==> src/rtl/shiftadd_mult_serial_if.sv <==
// rtl/shiftadd_mult_serial_if.sv - operand/result bundle for the serial shift-add multiplier
//
// Purpose: groups the multiplier's request and response signals so the
// requester and the multiplier share one connection.
// Signals:
//   start_i   requester -> mult  start request, sampled only while idle
//   a_i       requester -> mult  W-bit multiplicand
//   b_i       requester -> mult  W-bit multiplier
//   busy_o    mult -> requester  high while iterating
//   result_o  mult -> requester  registered 2W-bit product
//   valid_o   mult -> requester  one-cycle pulse when result_o updates
// Modports: master (requester side), slave (multiplier side).

interface shiftadd_mult_serial_if #(
  parameter int W = 32
);
  logic           start_i;
  logic [W-1:0]   a_i;
  logic [W-1:0]   b_i;
  logic           busy_o;
  logic [2*W-1:0] result_o;
  logic           valid_o;

  modport master (
    output start_i,
    output a_i,
    output b_i,
    input  busy_o,
    input  result_o,
    input  valid_o
  );

  modport slave (
    input  start_i,
    input  a_i,
    input  b_i,
    output busy_o,
    output result_o,
    output valid_o
  );
endinterface

==> src/rtl/shiftadd_mult_serial.sv <==
// rtl/shiftadd_mult_serial.sv - radix-2 serial shift-add unsigned multiplier, W cycles per product
//
// Purpose: computes the exact 2W-bit unsigned product a*b, one multiplier bit
// per clock, with fixed data-independent latency (W cycles start-to-valid,
// initiation interval W+2).
// Ports:
//   clk_i   rising-edge clock
//   rst_ni  synchronous active-low reset
//   bus     shiftadd_mult_serial_if slave modport
//           (start_i, a_i, b_i in; busy_o, result_o, valid_o out)

module shiftadd_mult_serial #(
  parameter int W = 32
) (
  input  logic                   clk_i,
  input  logic                   rst_ni,
  shiftadd_mult_serial_if.slave  bus
);

  localparam int CNT_W = (W > 1) ? $clog2(W) : 1;
  localparam logic [CNT_W-1:0] CNT_LAST = CNT_W'(W - 1);

  typedef enum logic [1:0] {
    S_IDLE = 2'd0,
    S_CALC = 2'd1,
    S_DONE = 2'd2
  } state_t;

  state_t           r_state;
  state_t           w_state_next;

  logic [2*W-1:0]   r_mcand;
  logic [W-1:0]     r_mplier;
  logic [2*W-1:0]   r_acc;
  logic [CNT_W-1:0] r_cnt;
  logic [2*W-1:0]   r_result;
  logic             r_valid;

  logic             w_accept;
  logic             w_last;
  logic [2*W-1:0]   w_acc_sum;

  // State register
  always_ff @(posedge clk_i) begin
    if (!rst_ni) begin
      r_state <= S_IDLE;
    end else begin
      r_state <= w_state_next;
    end
  end

  // Next-state and control decode
  always_comb begin
    w_state_next = r_state;
    w_accept     = 1'b0;
    w_last       = 1'b0;
    case (r_state)
      S_IDLE: begin
        if (bus.start_i) begin
          w_accept     = 1'b1;
          w_state_next = S_CALC;
        end
      end
      S_CALC: begin
        if (r_cnt == CNT_LAST) begin
          w_last       = 1'b1;
          w_state_next = S_DONE;
        end
      end
      S_DONE: begin
        w_state_next = S_IDLE;
      end
      default: begin
        w_state_next = S_IDLE;
      end
    endcase
  end

  // Accumulator including the current iteration's partial product, so the
  // final iteration can publish the complete sum in the same edge.
  always_comb begin
    w_acc_sum = r_acc + (r_mplier[0] ? r_mcand : '0);
  end

  // Datapath
  always_ff @(posedge clk_i) begin
    if (!rst_ni) begin
      r_mcand  <= '0;
      r_mplier <= '0;
      r_acc    <= '0;
      r_cnt    <= '0;
      r_result <= '0;
      r_valid  <= 1'b0;
    end else begin
      r_valid <= 1'b0;
      if (w_accept) begin
        r_mcand  <= {{W{1'b0}}, bus.a_i};
        r_mplier <= bus.b_i;
        r_acc    <= '0;
        r_cnt    <= '0;
      end else if (r_state == S_CALC) begin
        r_acc    <= w_acc_sum;
        r_mcand  <= r_mcand << 1;
        r_mplier <= r_mplier >> 1;
        r_cnt    <= r_cnt + 1'b1;
        if (w_last) begin
          r_result <= w_acc_sum;
          r_valid  <= 1'b1;
        end
      end
    end
  end

  assign bus.busy_o   = (r_state == S_CALC);
  assign bus.result_o = r_result;
  assign bus.valid_o  = r_valid;

endmodule

==> src/flat_wrapper.sv <==
// flat-port wrapper written by rule: the top's interface ports become plain ports
module shiftadd_mult_serial_flat 
#(
  parameter int W = 32
)
  (clk_i, rst_ni, bus_start_i, bus_a_i, bus_b_i, bus_busy_o, bus_result_o, bus_valid_o);
  shiftadd_mult_serial_if #(.W(W)) bus_i ();
  input  logic clk_i;
  input  logic rst_ni;
  input wire logic [$bits(bus_i.start_i)-1:0] bus_start_i;
  input wire logic [$bits(bus_i.a_i)-1:0] bus_a_i;
  input wire logic [$bits(bus_i.b_i)-1:0] bus_b_i;
  output wire logic [$bits(bus_i.busy_o)-1:0] bus_busy_o;
  output wire logic [$bits(bus_i.result_o)-1:0] bus_result_o;
  output wire logic [$bits(bus_i.valid_o)-1:0] bus_valid_o;
  assign bus_i.start_i = bus_start_i;
  assign bus_i.a_i = bus_a_i;
  assign bus_i.b_i = bus_b_i;
  assign bus_busy_o = bus_i.busy_o;
  assign bus_result_o = bus_i.result_o;
  assign bus_valid_o = bus_i.valid_o;
  shiftadd_mult_serial #(.W(W)) u_core (.clk_i(clk_i), .rst_ni(rst_ni), .bus(bus_i));
endmodule
==> config.mk <==
export PLATFORM = sky130hd
export DESIGN_NAME = shiftadd_mult_serial_flat
export DESIGN_NICKNAME = d
export VERILOG_FILES = /design/src/rtl/shiftadd_mult_serial_if.sv /design/src/rtl/shiftadd_mult_serial.sv /design/src/flat_wrapper.sv
export SDC_FILE = /design/constraint.sdc
export NUM_CORES = 1
export LEC_CHECK = 0
export BUFFER_PORTS_ARGS = -buffer_cell sky130_fd_sc_hd__buf_2
export CAP_MARGIN = 20
export CORE_AREA = 2 2 182 184
export CTS_BUF_LIST = sky130_fd_sc_hd__clkbuf_8
export DETAILED_ROUTE_END_ITERATION = 8
export DIE_AREA = 0 0 184 186
export SYNTH_ARGS = -nofsm -noshare
export SYNTH_HDL_FRONTEND = slang
export SYNTH_SLANG_ARGS = --single-unit
==> constraint.sdc <==
create_clock -name clk_i -period 5 [get_ports clk_i]
set_input_delay 0.5 -clock clk_i [delete_from_list [all_inputs] [get_ports clk_i]]
set_output_delay 0.5 -clock clk_i [all_outputs]
set_load 0.05 [all_outputs]
==> summary.txt, run 1 <==
Timing
  – Worst-Margin Slew: 0.991 ns
  – Pins over their slew limit: 0
  – RSZ-0062 raised after global routing: false
  – Final period util: 0.886
  – Slew margin rel.: 0.338
  – FMAX: 0.226 GHz
  – Clock skew: 0.0324 ns
  – Setup TNS Final: 0 ns
  – Number of setup violations in the final report: 0
  – Crit path time final: approximately 4.4 ns
  – Final-report hold violation count: 0

Global route
  – Total grt overflow: 0
  – Number of antenna violations at the first check in global routing: 5
  – Largest net degree at the start of global routing: 85
  – Gr usage total: 0.224
  – Vias in the first global route: 11700
  – First-pass GRT wire length: 62000 um

Yosys
  – Synth Instances: 1684
  – FF+latch count, synth: 232
  – Register area share after synthesis: 0.363
  – Syn nets: 1817
  – Synth cell count leaders: nand2_1, a21oi_1, dfxtp_1, clkbuf_1, nand3_1
  – Area leader, netlist: dfxtp_1
  – Synth area leaders: dfxtp_1, nand2_1, a21oi_1, ha_1, a22oi_1
  – Synth async-reset ratio: 0
  – Most used DFF post-synth: dfxtp_1
  – Synthesized cell area: around 13000 sq um
  – EDFF count, synth: 0
  – Post-synth cell types: slightly below 70
  – Syn Area/Cell: 7.60 sq um
  – Share of the synthesized area in the top cell type: 0.363
  – Top-count cell post-synth: nand2_1
  – Warnings from Yosys: 0

Die
  – Die area: between 30000 and 40000 sq um
  – Core area: 32200 sq um
  – Rows: 66
  – Starting Density: 0.397
  – Chip height: 186 um
  – Die W: 184 um
  – I/O pin count: 133

Pwr
  – Max rail drop VDD: 0.220 mV
  – P_leak: 6.04 nW
  – Pwr dens: 279 nW/um^2
  – Tot Pwr: 4.03 mW

Critical path
  – Critical Path Source: u_core.r_mplier[0]
  – R2r endpoint: u_core.r_acc[58]
  – Crit path kind: reg2reg
  – End of the critical path: u_core.r_acc[58]
  – Worst setup SP type: register
  – Worst R2R Setup Slack: approximately 0.57 ns
  – Critical Path, Cell by Cell: and2_1 > ha_1 > inv_1 > fa_1 > nand2b_1 > a21o_1 > a2111o_1 > a211oi_1 > o21ai_1 > a21oi_1 > a31oi_1 > or3b_1 > nand3_1
  – Crit end category: register
  – Crit-path max cell delay: 0.65 ns
  – RR Startpoint: u_core.r_mplier[0]
  – Crit-path slowest cell: dfxtp_1
  – Crit path max fanout: 18
  – Worst R2R Path Depth: 13
  – CP Data Arrival Time: 4.94 ns
  – Worst EP required: 5.51 ns

Clock network
  – Clk root buf: clkbuf_8
  – Hold-fix buffers, CTS: 0
  – CTS tree: built
  – CTS max path bufs: 3
  – Post-CTS Setup Bufs: 0
  – Total CTS buffers: 43
  – Cts repair resizes: 0
  – Clock Latency Late Sink: 0.58 ns
  – H-tree Lvls: 2
  – Worst-path clk slew: 0.06 ns
  – Sink Count: between 200 and 250

Placed design
  – Post-DP HPWL: 27200 um
  – Port bufs: 132
  – DP Area: 13600 sq um
  – Routability-driven placement congestion ratio: 0.915

Finish
  – # fillers: 3336
  – Fin area: 14400 sq um
  – Layout area overhead: 12.9%
  – Share of cells above drive strength 1: 0.125
  – # nets final: 1892

Routing
  – Total Wirelength: 38800 um
  – Post-DR wirelength/cell: 17.7 um
  – Detailed Route Iter0 Violations: between 700 and 800
  – Detail Route Antenna Nets: 0
  – Routed vias: about 12000
  – DR pass1 iterations: 5
  – DR vias/cell: 5.68
  – DRC viols: 0

Run status
  – Status: complete, no violations

Worst hold path
  – Hold WC Path Type: in2reg
  – Min-delay src: bus_b_i[31]

Job
  – Maxcap violations: 0
[flip-flops by register name (all words and copies together), names as in the netlist]
| name | count |
|---|---|
| u_core.r_state | 2 |
| u_core.bus.valid_o | 1 |
| u_core.r_mplier | 32 |
| u_core.r_acc | 64 |
| u_core.r_mcand | 64 |
| u_core.bus.result_o | 64 |
| u_core.r_cnt | 5 |
[cells by family after synthesis]
logic type	after synthesis	synth area share
simple gates	669	0.240
compound gates	529	0.254
flops	232	0.363
buf+inv	143	0.0467
fa+ha+maj	66	0.0651
xor+xnor	44	0.0301
mux	1	0.000782
[cell usage in the layout (no fill, tap or decap), drive strengths merged, types with 21 or more instances in the layout]
cell and count:
a21o 39, a21oi 251, o21ai 64, inv 44
nand4 25, clkbuf 48, nor3 21, ha 65
nand3 80, and2 71, a22oi 64, xor2 27
buf 148, dfxtp 232, nand2 348, nor2 64
[critical path: cells and delay by family, from the launching register on]
family	cells	cell delay, ns
AO/OA/AOI/OAI	6	2.14
AND/OR/NAND/NOR	4	0.93
flip-flops	1	0.65
adder cells (fa/ha/maj)	2	0.58
buffers and inverters	1	0.06
[stage by stage]
| step | hold WS, ns | util | setup WS [ns] | cells |
|---|---|---|---|---|
| after global placement | 0.436 | 0.423 | 0.816 | 2122 |
| after floorplan | 0.436 | - | 1.43 | 1684 |
| final | 0.163 | 0.449 | 0.572 | 2196 |
| after detailed placement | 0.444 | 0.423 | 0.726 | 2122 |
| after global routing | 0.144 | 0.448 | 0.361 | 2195 |
| after CTS | 0.129 | 0.448 | 0.677 | 2194 |
[per-layer routing]
| metal | GRT usage | share of wire | wire length, um | vias to the layer above |
|---|---|---|---|---|
| li1 | - | - | - | 6144 |
| met1 | 0.303 | 0.47 | 18200 | 5889 |
| met2 | 0.353 | 0.44 | 17000 | 371 |
| met3 | 0.0509 | 0.068 | 2620 | 72 |
| met4 | 0.0742 | 0.025 | 977 | 6 |
| met5 | 0 | 0.00095 | 37 | - |
[worst min path at each step]
stage,end,slack [ns],cells past startpoint
2_1_floorplan,u_core.r_acc[39],0.44,2
3_3_place_gp,u_core.bus.result_o[39],0.44,2
3_5_place_dp,u_core.bus.result_o[41],0.44,2
4_1_cts,u_core.r_mplier[31],0.13,3
5_1_grt,u_core.r_mplier[31],0.14,3
6_report,u_core.r_mplier[31],0.16,3
[where the power goes]
part / internal [mW] / switching [mW] / leakage [nW]
combinational: 0.0805 / 0.207 / 3.68
clock: 0.982 / 0.833 / 0.485
sequential: 1.89 / 0.0316 / 1.88
[layout make-up]
class	count	area, sq um	area share
clock buffers	48	661	0.0457
well taps	408	510	0.0353
inverters	25	98.8	0.00684
multi-input cells	1309	7580	0.525
repair buffers	148	781	0.0540
flip-flops and latches	232	4640	0.321
clock inverters	24	164	0.0113
diodes	2	5.00	0.000346
Power figures use the tool's default switching activity.
==> inputs of run 2 (changes only) <==
MAX_ROUTING_LAYER = met4   (was default)
==> run 2 against run 1 <==
Cell count up 0.32%; clock power increased by 12%; sequential share of layout area decreased by 0.28 points; register-to-register slack improved by 0.05 ns; combinational power about the same; count of clock-buffer cells in the layout grew 5; maximum frequency rose by 1.2%; via count down 0.11%; die area unchanged; routed wire length increased by 0.47%; worst setup slack improved by 0.054 ns.
==> summary.txt, run 2 (synthesis gave the netlist of run 1 again) <==
Run status
  – Status: complete, no violations

Clock network
  – Cts repair resizes: 0 (unchanged)
  – Sink Count: 232 (unchanged)
  – Total CTS buffers: 42 (-2.3%)
  – CTS max path bufs: 3 (unchanged)
  – Clk root buf: clkbuf_8
  – CTS tree: built
  – Clock Latency Late Sink: 0.57 ns (about the same)
  – Hold-fix buffers, CTS: 0 (unchanged)
  – Worst-path clk slew: 0.06 ns (about the same)
  – Post-CTS Setup Bufs: 0 (unchanged)
  – H-tree Lvls: 2 (unchanged)

Finish
  – # fillers: 3309 (-0.81%)
  – Final design utilization: 0.452 (+0.00389)
  – Fin area: 14600 sq um (+0.87%)
  – Share of cells above drive strength 1: 0.130 (+0.00489)
  – Most common cell after layout, fill and taps aside: nand2_1
  – Most frequent cells in the layout: nand2_1, a21oi_1, dfxtp_1
  – # nets final: 1890 (-0.11%)
  – Layout area overhead: 13.9%

Global route
  – Vias in the first global route: 12000 (+2.7%)
  – Total grt overflow: 0 (unchanged)
  – Number of antenna violations at the first check in global routing: 6 (+1)
  – Gr usage total: 0.234 (+0.00928)
  – Largest net degree at the start of global routing: 85 (unchanged)
  – First-pass GRT wire length: 62800 um (+1.4%)

Timing
  – Crit path time final: 4.37 ns (-0.0544 ns)
  – Final-report hold violation count: 0 (unchanged)
  – Clock skew: 0.0261 ns (-0.00625 ns)
  – Final period util: 0.875 (-0.0109)
  – RSZ-0062 raised after global routing: false
  – Number of setup violations in the final report: 0 (unchanged)
  – Setup ws final: 0.626 ns (+0.0544 ns)
  – Slew margin rel.: 0.282 (-0.0564)
  – FMAX: 0.229 GHz (+1.2%)
  – Worst-Margin Slew: 1.07 ns (+0.0844 ns)
  – Pins over their slew limit: 0 (unchanged)
  – Setup TNS Final: 0 ns (unchanged)

Routing
  – Routed vias: 12500 (-0.11%)
  – DRC viols: 0 (unchanged)
  – Detailed Route Iter0 Violations: 750 (-4.1%)
  – DR vias/cell: 5.66 (-0.43%)
  – DR pass1 iterations: 5 (unchanged)
  – Total Wirelength: 39000 um (+0.47%)
  – Post-DR wirelength/cell: 17.7 um (+0.15%)
  – Detail Route Antenna Nets: 0 (unchanged)

Placed design
  – Routability-driven placement congestion ratio: 0.905 (-1.0%)
  – DP Area: 13600 sq um (about the same)
  – DP Worst Slack: 0.745 ns (+0.0187 ns)
  – Port bufs: 132 (unchanged)
  – Post-DP HPWL: 27500 um (+0.98%)

Critical path
  – Worst R2R Path Depth: 13 (unchanged)
  – CP Buf/Inv Count: 1 (unchanged)
  – Worst setup SP type: register
  – Crit-path slowest cell: dfxtp_1
  – Crit end category: register
  – Crit-path max cell delay: 0.65 ns (about the same)
  – Critical Path, Cell by Cell: and2_1 > ha_1 > inv_1 > fa_1 > nand2b_1 > a21o_1 > a2111o_1 > a211oi_1 > o21ai_1 > a21oi_1 > a31oi_1 > or3b_1 > nand3_1
  – CP Data Arrival Time: 4.87 ns (-0.07 ns)
  – R2r endpoint: u_core.r_acc[58]
  – Crit path max fanout: 18 (unchanged)
  – Crit path max-delay family: compound AO/OA/AOI/OAI gates
  – Worst EP required: 5.50 ns (about the same)
  – Crit path kind: reg2reg
  – Worst R2R Setup Slack: 0.63 ns (+0.05 ns)
  – RR Startpoint: u_core.r_mplier[0]

Pwr
  – Max rail drop VDD: 0.298 mV (+35%)
  – Clock Power Share: 0.478 (+0.027)
  – Sequential share of power: 0.453 (-0.025)
  – Pwr dens: 291 nW/um^2 (+4.4%)
  – Sw Share: 0.259 (-0.00781)
  – Internal power: 3.14 mW (+6.4%)
  – Comb power frac: 0.068 (-0.004)
  – P_leak: 6.08 nW (+0.60%)
  – Switching power total: 1.10 mW (+2.2%)

Worst hold path
  – Hold path cells: 3 (unchanged)
  – Hold EP: u_core.r_mcand[0]
  – Hold WC Path Type: in2reg
  – Min-delay src: bus_a_i[0]

Die
  – Chip height: 186 um (unchanged)
  – Rows: 66 (unchanged)
  – Die W: 184 um (unchanged)
  – Core area: 32200 sq um (unchanged)
  – Die area: 34200 sq um (unchanged)
  – Starting Density: 0.397 (unchanged)
  – I/O pin count: 133 (unchanged)

Job
  – Maxcap violations: 0 (unchanged)
-- run 2: cell count changes in the layout (fill, tap and decap cells not counted), sizes merged --
cell,before,now
inv,44,37
clkbuf,48,53
clkinv,3,6
diode,2,7
bufinv,2,4
buf,148,147
-- run 2: cell type report --
type | instances | area, sq um | area share
multi-input combinational | 1309 | 7580 | 0.520
sequential | 232 | 4640 | 0.319
timing repair buffer | 147 | 773 | 0.0531
clock buffer | 53 | 729 | 0.0501
tap | 408 | 510 | 0.0350
clock inverter | 22 | 215 | 0.0148
inverter | 25 | 98.8 | 0.00678
antenna | 7 | 17.5 | 0.00120
-- run 2: routing by layer --
metal | share of wire | vias up | GRT usage
met3 | 0.065 | 75 | 0.0507
li1 | - | 6148 | -
met5 | 0 | - | -
met1 | 0.47 | 5883 | 0.309
met4 | 0.027 | 0 | 0.0704
met2 | 0.44 | 362 | 0.358
-- run 2: how the worst max path moves through the flow --
stage | cells past startpoint | from | slack (ns) | to
2_1_floorplan | 15 | u_core.r_mplier[0] | 1.43 | u_core.bus.result_o[58]
3_3_place_gp | 13 | u_core.r_mplier[0] | 0.85 | u_core.bus.result_o[58]
3_5_place_dp | 13 | u_core.r_mplier[0] | 0.74 | u_core.bus.result_o[58]
4_1_cts | 13 | u_core.r_mplier[0] | 0.71 | u_core.bus.result_o[58]
5_1_grt | 13 | u_core.r_mplier[0] | 0.39 | u_core.r_acc[58]
6_report | 13 | u_core.r_mplier[0] | 0.63 | u_core.r_acc[58]
-- run 2: power by group through the flow --
stage	Sequential [mW]	Combinational (mW)	Clock, mW
after floorplan	1.95	0.197	0
after global placement	1.96	0.287	0
after detailed placement	1.96	0.290	0
after CTS	1.92	0.291	2.07
after global routing	1.93	0.322	2.15
final	1.92	0.290	2.03
-- run 2: through the flow --
| step | hold slack, ns | instances | power [mW] |
|---|---|---|---|
| 6_report | 0.183 | 2203 | 4.24 |
| 5_1_grt | 0.174 | 2202 | 4.40 |
| 4_1_cts | 0.151 | 2196 | 4.28 |
| 3_5_place_dp | 0.443 | 2121 | 2.25 |
| 3_3_place_gp | 0.437 | 2121 | 2.25 |
| 2_1_floorplan | 0.436 | 1684 | 2.15 |
-- run 2: worst register-to-register path, cell delays in order, from the launching register on --
cell and delay [ns]:
dfxtp_1 0.65, and2_1 0.21, ha_1 0.19, inv_1 0.07, fa_1 0.39, nand2b_1 0.18, a21o_1 0.19, a2111o_1 0.45
a211oi_1 0.50, o21ai_1 0.18, a21oi_1 0.51, a31oi_1 0.29, or3b_1 0.43, nand3_1 0.08
